$ cat config.mk
export PLATFORM = sky130hd
export DESIGN_NAME = phase_sequencer
export DESIGN_NICKNAME = d
export VERILOG_FILES = /design/src/rtl/phase_sequencer.sv
export SDC_FILE = /design/constraint.sdc
export NUM_CORES = 1
export LEC_CHECK = 0
export CORE_MARGIN = 5
export CORE_UTILIZATION = 30
export CTS_BUF_LIST = sky130_fd_sc_hd__clkbuf_8
export CTS_CLUSTER_DIAMETER = 100
export DETAILED_ROUTE_END_ITERATION = 10
export SKIP_LAST_GASP = 1
export SLEW_MARGIN = 20
export SYNTH_ARGS = -nofsm -noshare
export SYNTH_HDL_FRONTEND = slang
export SYNTH_SLANG_ARGS = --single-unit
$ cat constraint.sdc
create_clock -name clk -period 2.5 [get_ports clk]
set_clock_uncertainty 0.1 [all_clocks]
set_input_delay 0.375 -clock clk [delete_from_list [all_inputs] [get_ports clk]]
set_output_delay 0.375 -clock clk [all_outputs]
set_load 0.05 [all_outputs]
$ cat src/rtl/phase_sequencer.sv
// Execution phase sequencer: steps phases 1..LAST_PHASE per instruction, handles
// free-run / single-step / HLT, and keeps debug instruction and cycle counters.
module phase_sequencer #(
  parameter int LAST_PHASE = 5
) (
  input  logic        clk,
  input  logic        rst,
  input  logic        start,
  input  logic        step_mode,
  input  logic        step,
  input  logic [15:0] instruction,
  output logic [2:0]  phase,
  output logic        running,
  output logic        halted,
  output logic        instr_done,
  output logic [15:0] instr_count,
  output logic [31:0] cycle_count
);

  localparam logic [1:0] IDLE  = 2'd0;
  localparam logic [1:0] RUN   = 2'd1;
  localparam logic [1:0] PAUSE = 2'd2;
  localparam logic [1:0] HALT  = 2'd3;

  localparam logic [2:0] LAST = 3'(LAST_PHASE);

  logic [1:0] state;
  logic [1:0] state_nxt;
  logic [2:0] phase_nxt;

  logic start_s;
  logic start_q;
  logic step_s;
  logic step_q;
  logic start_edge;
  logic step_edge;

  logic is_hlt;
  logic at_last;
  logic retire;

  logic unused_instr_bits;

  // Front-panel inputs are registered once, then compared with their previous
  // sample; an edge is therefore acted on one cycle after it is captured.
  assign start_edge = start_s & ~start_q;
  assign step_edge  = step_s & ~step_q;

  assign is_hlt  = (instruction[15:14] == 2'b11) && (instruction[7:4] == 4'b1111);
  assign at_last = (state == RUN) && (phase == LAST);
  assign retire  = at_last && !is_hlt;

  assign unused_instr_bits = ^{instruction[13:8], instruction[3:0]};

  always_comb begin
    state_nxt = state;
    phase_nxt = phase;
    case (state)
      IDLE: begin
        phase_nxt = 3'd0;
        if (start_edge) begin
          state_nxt = RUN;
          phase_nxt = 3'd1;
        end
      end
      RUN: begin
        if (phase == LAST) begin
          // HLT wins over step_mode so a halted program never lands in PAUSE.
          if (is_hlt) begin
            state_nxt = HALT;
            phase_nxt = 3'd0;
          end else if (step_mode) begin
            state_nxt = PAUSE;
            phase_nxt = 3'd0;
          end else begin
            phase_nxt = 3'd1;
          end
        end else begin
          phase_nxt = phase + 3'd1;
        end
      end
      PAUSE: begin
        phase_nxt = 3'd0;
        if (start_edge || step_edge) begin
          state_nxt = RUN;
          phase_nxt = 3'd1;
        end
      end
      HALT: begin
        phase_nxt = 3'd0;
        if (start_edge) begin
          state_nxt = RUN;
          phase_nxt = 3'd1;
        end
      end
      default: begin
        state_nxt = IDLE;
        phase_nxt = 3'd0;
      end
    endcase
  end

  always_ff @(posedge clk) begin
    if (rst) begin
      // Loading the live inputs here means a level held through reset is not an edge.
      start_s     <= start;
      start_q     <= start;
      step_s      <= step;
      step_q      <= step;
      state       <= IDLE;
      phase       <= 3'd0;
      running     <= 1'b0;
      halted      <= 1'b0;
      instr_done  <= 1'b0;
      instr_count <= 16'd0;
      cycle_count <= 32'd0;
    end else begin
      start_s     <= start;
      start_q     <= start_s;
      step_s      <= step;
      step_q      <= step_s;
      state       <= state_nxt;
      phase       <= phase_nxt;
      running     <= (state_nxt == RUN);
      halted      <= (state_nxt == HALT);
      instr_done  <= (state_nxt == RUN) && (phase_nxt == LAST);
      if (retire) begin
        instr_count <= instr_count + 16'd1;
      end
      if ((phase != 3'd0) && (cycle_count != 32'hFFFF_FFFF)) begin
        cycle_count <= cycle_count + 32'd1;
      end
    end
  end

endmodule

==> results.md, run 1 <==
- Internal power comes to 1.52 mW.
- Once layout is complete, the utilization of the core stands at 40.7%.
- After detailed routing, the average wire length per cell comes to 13.1 µm.
- In this run, synthesis produced a sequential element count of 60.
- The ratio of routed vias to standard cells is 4.76.
- The class of the worst hold path is flop to flop.
- The setup slack after placement is 176 ps.
- The number of endpoints with negative hold slack in the final report is 0.
- The peak per-stage delay on the critical path is 890 ps.
- Setup repair after global routing left no endpoint under its margin.
- The global-route congestion overflow total is 0.
- Counting both buffers and inverters, the worst setup path holds a total of 1.
- The highest fanout seen on the critical path is 11.
- 0 antenna diodes ended up in the layout.
- For the pin with the worst max-slew slack, the measured transition is 727 ps.
- The number of antenna violations at the first check in global routing is 0.
- The number of cells on the worst reg-to-reg path is 5.
- Sequential elements use 40.0% of the synthesized area.
- The starting density of the core is 30.7%.
- The global placement routability congestion is 0.786.
- The area added between synthesis and finish is 32.4%.
- The routed via count is 2544.
- The switching component of the power is 0.502 mW.
- The kind of end point of the critical path is an output pin.
- In this run the tightest slew margin relative to its limit is 51.5%.
- No sink is reached through more buffers than the 2 on the longest clock path.
- The total number of cells along the worst setup path is 1.
- For this design, the slowest cell found on the critical path is sky130_fd_sc_hd__clkdlybuf4s50_1.
- The achievable frequency is 0.438 GHz.
- The worst-skew pair later-pin latency is 330 ps.
- In this run the post-CTS setup repair buffer count came out at 0.
- In the routed design, unresolved DRC markers number 0.
- After detailed routing, the total wire length is 6990 µm.
- The static leakage power is 1.36 nW.
- The count of endpoints failing setup in the final report is 0.
- The number of enable flip-flop cells after synthesis is 0.
- The Yosys step of the flow raised 0 warnings.
- The count of routing violations after the opening detailed-route iteration is 44.
- The worst endpoint required time is 2030 ps.
- The synthesized design devotes to its leading area cell type 40.0% of total area.
- CTS built an H-tree with a depth of 3.
- After layout, the worst path uses 91.4% of the clock period.
- Pin placement for this block handled 75 I/O pins.
- The net total in the final layout is 424.
- The tool flagged a number of max-cap violations equal to 0.
- The number of clock buffers added by TritonCTS is 9.
- Counting every instance in the synthesized netlist gives 330.
- The post-detailed-placement cell area is 3790 µm².
- The floorplan die area is 12100 µm².
- The number of I/O port buffers is 64.
- The share of power burned in the clock network is 40.5%.
- The biggest area contributor in the post-synthesis netlist is sky130_fd_sc_hd__dfxtp_1.
- For this run, the leading register cell type out of synthesis is sky130_fd_sc_hd__dfxtp_1.
- The HPWL after detailed placement is 5080 µm.
- The flow ran to the end, and the final reports show no timing, DRC or antenna violations.
- The first global-routing pass estimated 11800 µm of wire.
- The cell area after synthesis is 3000 µm².
- After floorplanning, the core was sized to cover 9770 µm².
- The number of global-route vias before repair is 2463.
- The number of buffers inserted by hold repair at cts is 0.
- The arrival time of data at the critical path endpoint is 1810 ps.
- Combinational cells account for 10.2% of the total power.
- Setup slack closes at 215 ps.
- After synthesis, the cell types taking the most area are sky130_fd_sc_hd__dfxtp_1, sky130_fd_sc_hd__xnor2_1, sky130_fd_sc_hd__nor2_1, sky130_fd_sc_hd__nand4_1, sky130_fd_sc_hd__a21oi_1.
- When the netlist entered floorplanning its net count stood at 356.
- The max-slew violation count is 0.
- For this design the ratio of total power to cell area is 508 nW/µm².
- The share of synthesized flip-flops with an asynchronous set or reset is 0%.
- Among cell families on the critical path, the largest total delay comes from buffers and inverters.
- Net switching is 24.9% of the power.
- The post-route netlist has 11.9% of its cells at a drive strength greater than 1.
- The total track usage is 12.2%.
- The master cell of the clock root buffer is sky130_fd_sc_hd__clkbuf_8.
- The clock period could shrink to 2280 ps.
- The cell area after layout is 3980 µm².
- The average cell area after synthesis is 9.10 µm².
- Sequential cells account for 49.3% of the total power.
- For the final routed database, the setup TNS stands at 0 ps.
- The initialized floorplan defines 36 standard-cell rows.
- The pin count of the biggest net entering global routing is 41.
- The critical path class is flop to output pin.
- TritonCTS built the clock tree.
- The most common cell in the synthesized netlist is sky130_fd_sc_hd__dfxtp_1.
- The post-cts resize count is 0.
- Traced cell by cell, the critical path runs through clkdlybuf4s50_1.
- The width of the die is 110 µm.
- Yosys mapped the design onto 51 distinct sky130hd cell types.
- The number of fill cells in the layout is 1000.
- Once detail routing completed, the nets flagged for antenna violations numbered 0.
- For this run, the detailed router's first-pass iteration total came to 4.
- Ranked by instance count, the synthesized netlist is headed by sky130_fd_sc_hd__dfxtp_1, sky130_fd_sc_hd__nor2_1, sky130_fd_sc_hd__xnor2_1.
- After clock tree synthesis, the clock-pin slew on the worst setup and hold paths is 60 ps.
- Counting every sink on the clock net gives 60.
- The peak supply drop is 312 µV.
- The hold path depth is 1.
- The die is 110 µm tall.
- STA classifies the critical path startpoint as a flop.
## state kept, by name (all words and copies together) (netlist names)
register     count
cycle_count     32
instr_count     16
phase            3
state            2
halted           1
instr_done       1
running          1
start_q          1
start_s          1
step_q           1
step_s           1
## final cells by class
type	instances	area (µm²)	share of cell area, %
multi-input combinational	240	1650	41.6
sequential	60	1200	30.2
timing repair buffer	76	726	18.3
clock buffer	13	179	4.50
tap	133	166	4.19
inverter	11	41.3	1.04
clock inverter	2	8.76	0.220
## kinds of logic after synthesis
kind of cell	share of synthesized area, %
simple gates	25.8
fa+ha+maj	2.08
buf+inv	4.96
flops	40.0
mux	3.25
compound gates	14.0
xor+xnor	9.91
## power groups by stage
stage / combinational [mW] / clock (mW) / sequential, mW
2_1_floorplan: 0.105 / 0 / 1.05
3_3_place_gp: 0.206 / 0 / 1.02
3_5_place_dp: 0.208 / 0 / 1.02
4_1_cts: 0.208 / 0.857 / 0.997
5_1_grt: 0.220 / 0.897 / 1.00
6_report: 0.206 / 0.817 / 0.997
## final timing paths
path                                start                      endpoint  slack (ps)
max                   phase[0]$_SDFF_PP0_                      phase[0]         220
min                       start_s$_DFF_P_               start_q$_DFF_P_         390
max reg2reg  cycle_count[10]$_SDFFE_PP0P_  cycle_count[31]$_SDFFE_PP0P_         350
min reg2reg               start_s$_DFF_P_               start_q$_DFF_P_         390
## layer usage
| metal | vias up | share of wire (%) | track usage (%) |
|---|---|---|---|
| li1 | 1311 | - | - |
| met1 | 1176 | 45 | 14.6 |
| met2 | 49 | 48 | 20.2 |
| met3 | 8 | 5.4 | 4.48 |
| met4 | 0 | 1.4 | 4.27 |
| met5 | - | 0 | 0 |
## metrics by stage
| step | cells | hold slack, ps | power [mW] |
|---|---|---|---|
| after detailed placement | 520 | 374 | 1.23 |
| after floorplan | 330 | 303 | 1.16 |
| after global placement | 520 | 358 | 1.22 |
| after CTS | 535 | 384 | 2.06 |
| after global routing | 535 | 389 | 2.12 |
| final | 535 | 387 | 2.02 |
## cell usage in the layout (no fill, tap or decap), types with 3 or more instances in the layout
master                            count
sky130_fd_sc_hd__nand2b_1             3
sky130_fd_sc_hd__dfxtp_1             60
sky130_fd_sc_hd__nor2b_1              6
sky130_fd_sc_hd__mux2i_1              3
sky130_fd_sc_hd__nor4_1               3
sky130_fd_sc_hd__and2_1               3
sky130_fd_sc_hd__clkbuf_8            13
sky130_fd_sc_hd__or3_1                7
sky130_fd_sc_hd__nor2_1              44
sky130_fd_sc_hd__nand3_1             12
sky130_fd_sc_hd__xnor2_1             28
sky130_fd_sc_hd__nand4_1             15
sky130_fd_sc_hd__clkdlybuf4s50_1     63
sky130_fd_sc_hd__nor3_1               4
sky130_fd_sc_hd__a31o_2               3
sky130_fd_sc_hd__inv_1               12
sky130_fd_sc_hd__and4_1               7
sky130_fd_sc_hd__ha_1                 5
sky130_fd_sc_hd__and3_1               8
sky130_fd_sc_hd__a211oi_1             6
sky130_fd_sc_hd__a311oi_1             7
sky130_fd_sc_hd__nand2_1             15
sky130_fd_sc_hd__mux2_2               6
sky130_fd_sc_hd__xor2_1               6
sky130_fd_sc_hd__a31oi_1              4
sky130_fd_sc_hd__a21oi_1             14
sky130_fd_sc_hd__buf_4               12
sky130_fd_sc_hd__o21ai_0              9
## worst reg2reg max path, stage by stage, from the launching register on
cell	delay (ps)
sky130_fd_sc_hd__dfxtp_1	420
sky130_fd_sc_hd__and4_1	430
sky130_fd_sc_hd__nand4_2	220
sky130_fd_sc_hd__a311o_1	430
sky130_fd_sc_hd__or3_1	340
sky130_fd_sc_hd__a21oi_1	140
No activity file was read; power rests on OpenSTA's default activity.
==> run 2: changes to the inputs <==
CORE_MARGIN = not set   (was 5)
==> run 2 against run 1 <==
Effect of this change: non-clock buffer count down 3; first-iteration DRC count down 32%; total power decreased by 2.3%; highest routed layer unchanged; sequential power hardly changed; register-to-register slack lost 100 ps; wire length fell by 0.93%; fmax is 0.39% higher; critical endpoint unchanged; clock-buffer cell count shrank 2; setup slack better by 8.9 ps; final area shrank 1.0%; combinational power hardly changed; global-route usage rose by 1.6 points.
==> results.md, run 2 (synthesis results as in run 1) <==
- The number of global-route vias before repair is 2401 (-2.5%).
- The register containing the most flip-flops in the final layout is cycle_count.
- The post-CTS setup-driven buffer insertion count was 0 (unchanged).
- The max-slew violation count is 0 (unchanged).
- Relative to the synthesized area, the layout overhead comes to 31.0%.
- The worst endpoint required time was 2030 ps (about the same).
- The count of maximum capacitance violations came to 0 (unchanged).
- The clock tree from TritonCTS is done.
- The number of buffers on the longest clock path is 2 (unchanged).
- The ratio of routed vias to standard cells is 4.90 (+3.1%).
- The critical path's slowest cell is sky130_fd_sc_hd__clkdlybuf4s50_1.
- The number of fill cells in the layout was 1002 (+0.20%).
- In this run the clock root is driven by a sky130_fd_sc_hd__clkbuf_8.
- The number of buffers inserted by hold repair at cts is 0 (unchanged).
- The cell area after layout was 3940 µm² (-1.0%).
- The number of antenna violations at the first check in global routing is 0 (unchanged).
- The global placement routability congestion is 0.770 (-2.1%).
- The top metal layer carrying routed signals is met4.
- The number of flip-flops in the largest register is 32 (unchanged).
- The routed via count is 2608 (+2.5%).
- The TritonCTS sink count is 60 (unchanged).
- The post-detailed-route count of antenna-violating nets came to 0 (unchanged).
- The slew at the pin closest to its max-slew limit is 843 ps (+116 ps).
- In the final layout, the registers with the most flip-flops are cycle_count: 32 flops, instr_count: 16 flops, phase: 3 flops.
- The worst path buffer plus inverter count is 1 (unchanged).
- The number of endpoints with negative hold slack in the final report came to 0 (unchanged).
- Setup repair after global routing left no endpoint under its margin.
- The post-detailed-placement cell area is 3770 µm² (-0.59%).
- The critical path class is flop to output pin.
- The shortest clock period the worst path allows after layout is 2280 ps (-8.92 ps).
- The power per unit of standard cell area is 502 nW/µm² (-1.3%).
- Leaving out fill and tap cells, the most frequent cell in the layout is sky130_fd_sc_hd__clkdlybuf4s50_1.
- The static leakage power is 1.34 nW (-1.6%).
- The total number of H-tree levels is 3 (unchanged).
- The pin count of the biggest net entering global routing is 45 (+9.8%).
- The peak per-stage delay on the critical path is 890 ps (about the same).
- The count of endpoints failing setup in the final report is 0 (unchanged).
- The wire length of the first global-routing pass is 11400 µm (-3.2%).
- The cell type group with the largest total delay on the critical path is buffers and inverters.
- The global-route congestion overflow total is 0 (unchanged).
- The clock-pin transition on the worst setup and hold timing paths is 70 ps (about the same).
- The number of diodes added for antenna fixing is 0 (unchanged).
- The total met2 wirelength after detailed routing is 3390 µm (+1.1%).
- The HPWL after detailed placement is 4880 µm (-3.9%).
- The worst-skew pair later-pin latency is 330 ps (about the same).
- In the layout the commonest cells are sky130_fd_sc_hd__clkdlybuf4s50_1, sky130_fd_sc_hd__dfxtp_1, sky130_fd_sc_hd__nor2_1.
- The aggregate negative setup slack is 0 ps (unchanged).
- The number of iterations in the first detailed-routing pass is 4 (unchanged).
- The final worst-path cycle share was 91.0% (-0.36 points).
- The peak supply drop is 283 µV (-9.3%).
- The area of the core region is 9730 µm² (-0.46%).
- The number of I/O port buffers is 64 (unchanged).
- The detailed-routed wire length on met3 is 278 µm (-27%).
- The net total in the final layout was 421 (-0.71%).
- The arrival time of data at the critical path endpoint is 1800 ps (about the same).
- The number of remaining DRC errors is 0 (unchanged).
- The flow ran to the end, and the final reports show no timing, DRC or antenna violations.
- The count of pins on the block boundary is 75 (unchanged).
- The signal on the critical path passes through clkdlybuf4s50_1.
- The total track usage came to 13.9% (+1.6 points).
- The count of routing violations after the opening detailed-route iteration is 30 (-32%).
- The routed wirelength normalized by instance count is 13.0 µm (-0.37%).
- STA classifies the critical path startpoint as a flop.
- The total routed wire length on the met1 layer came to 3150 µm (-0.25%).
- The chip height was 102 µm (-7.3%).
- The routed wire length is 6930 µm (-0.93%).
- The number of buffers created by CTS is 9 (unchanged).
- The worst setup path is captured at an output pin.
- The width of the die is 102 µm (-7.3%).
- The class of the worst hold path is flop to flop.
- The starting density of the core is 30.9% (+0.14 points).
- The total number of placement rows is 36 (unchanged).
- The achievable frequency came to 0.439 GHz (+0.39%).
- The floorplan die area was 10400 µm² (-14%).
- The post-cts resize count is 0 (unchanged).
- The tightest slew margin relative to the limit is 43.8% (-7.7 points).
- The highest fanout seen on the critical path was 11 (unchanged).
- The fraction of layout cells with a size suffix above 1 is 11.0% (-0.91 points).
run 2: path summary, 6_finish.rpt:
| check | startpoint | endpoint | slack [ps] | cells past startpoint |
|---|---|---|---|---|
| worst min-delay path | start_s$_DFF_P_ | start_q$_DFF_P_ | 370 | 1 |
| worst max register to register | cycle_count[1]$_SDFFE_PP0P_ | cycle_count[25]$_SDFFE_PP0P_ | 250 | 6 |
| worst max-delay path | phase[0]$_SDFF_PP0_ | phase[0] | 220 | 1 |
| worst min register to register | start_s$_DFF_P_ | start_q$_DFF_P_ | 370 | 1 |
run 2: worst register-to-register path: cells and delay by family (launching register included):
kind            cells  cell delay (ps)
simple gates        3              820
compound gates      2              620
flops               1              370
fa+ha+maj           1              270
run 2: power breakdown:
group | switching (mW) | internal [mW]
registers | 0.0221 | 0.976
logic | 0.122 | 0.0830
clock network | 0.373 | 0.398
run 2: through the flow:
| step | worst slack (ps) | hold slack, ps | total power, mW | cells | util, % |
|---|---|---|---|---|---|
| 2_1_floorplan | 262 | 303 | 1.16 | 330 | - |
| 3_3_place_gp | 179 | 359 | 1.22 | 517 | 38.7 |
| 3_5_place_dp | 103 | 365 | 1.23 | 517 | 38.7 |
| 4_1_cts | 200 | 381 | 2.00 | 532 | 40.4 |
| 5_1_grt | 132 | 392 | 2.07 | 532 | 40.4 |
| 6_report | 224 | 375 | 1.97 | 532 | 40.4 |
run 2: routing by layer:
layer	GRT usage (%)	up-vias
met5	0	-
met3	3.28	9
met4	5.60	0
met1	16.6	1224
met2	23.9	64
li1	-	1311
run 2: final cells by class:
cell class                      instances  area [µm²]  share of cell area [%]
Tap cell                              133         166                    4.23
Inverter                               11        41.3                    1.05
Timing Repair Buffer                   73         703                    17.9
Clock buffer                           11         151                    3.85
Multi-Input combinational cell        240        1650                    42.0
Sequential cell                        60        1200                    30.5
Clock inverter                          4        17.5                   0.445
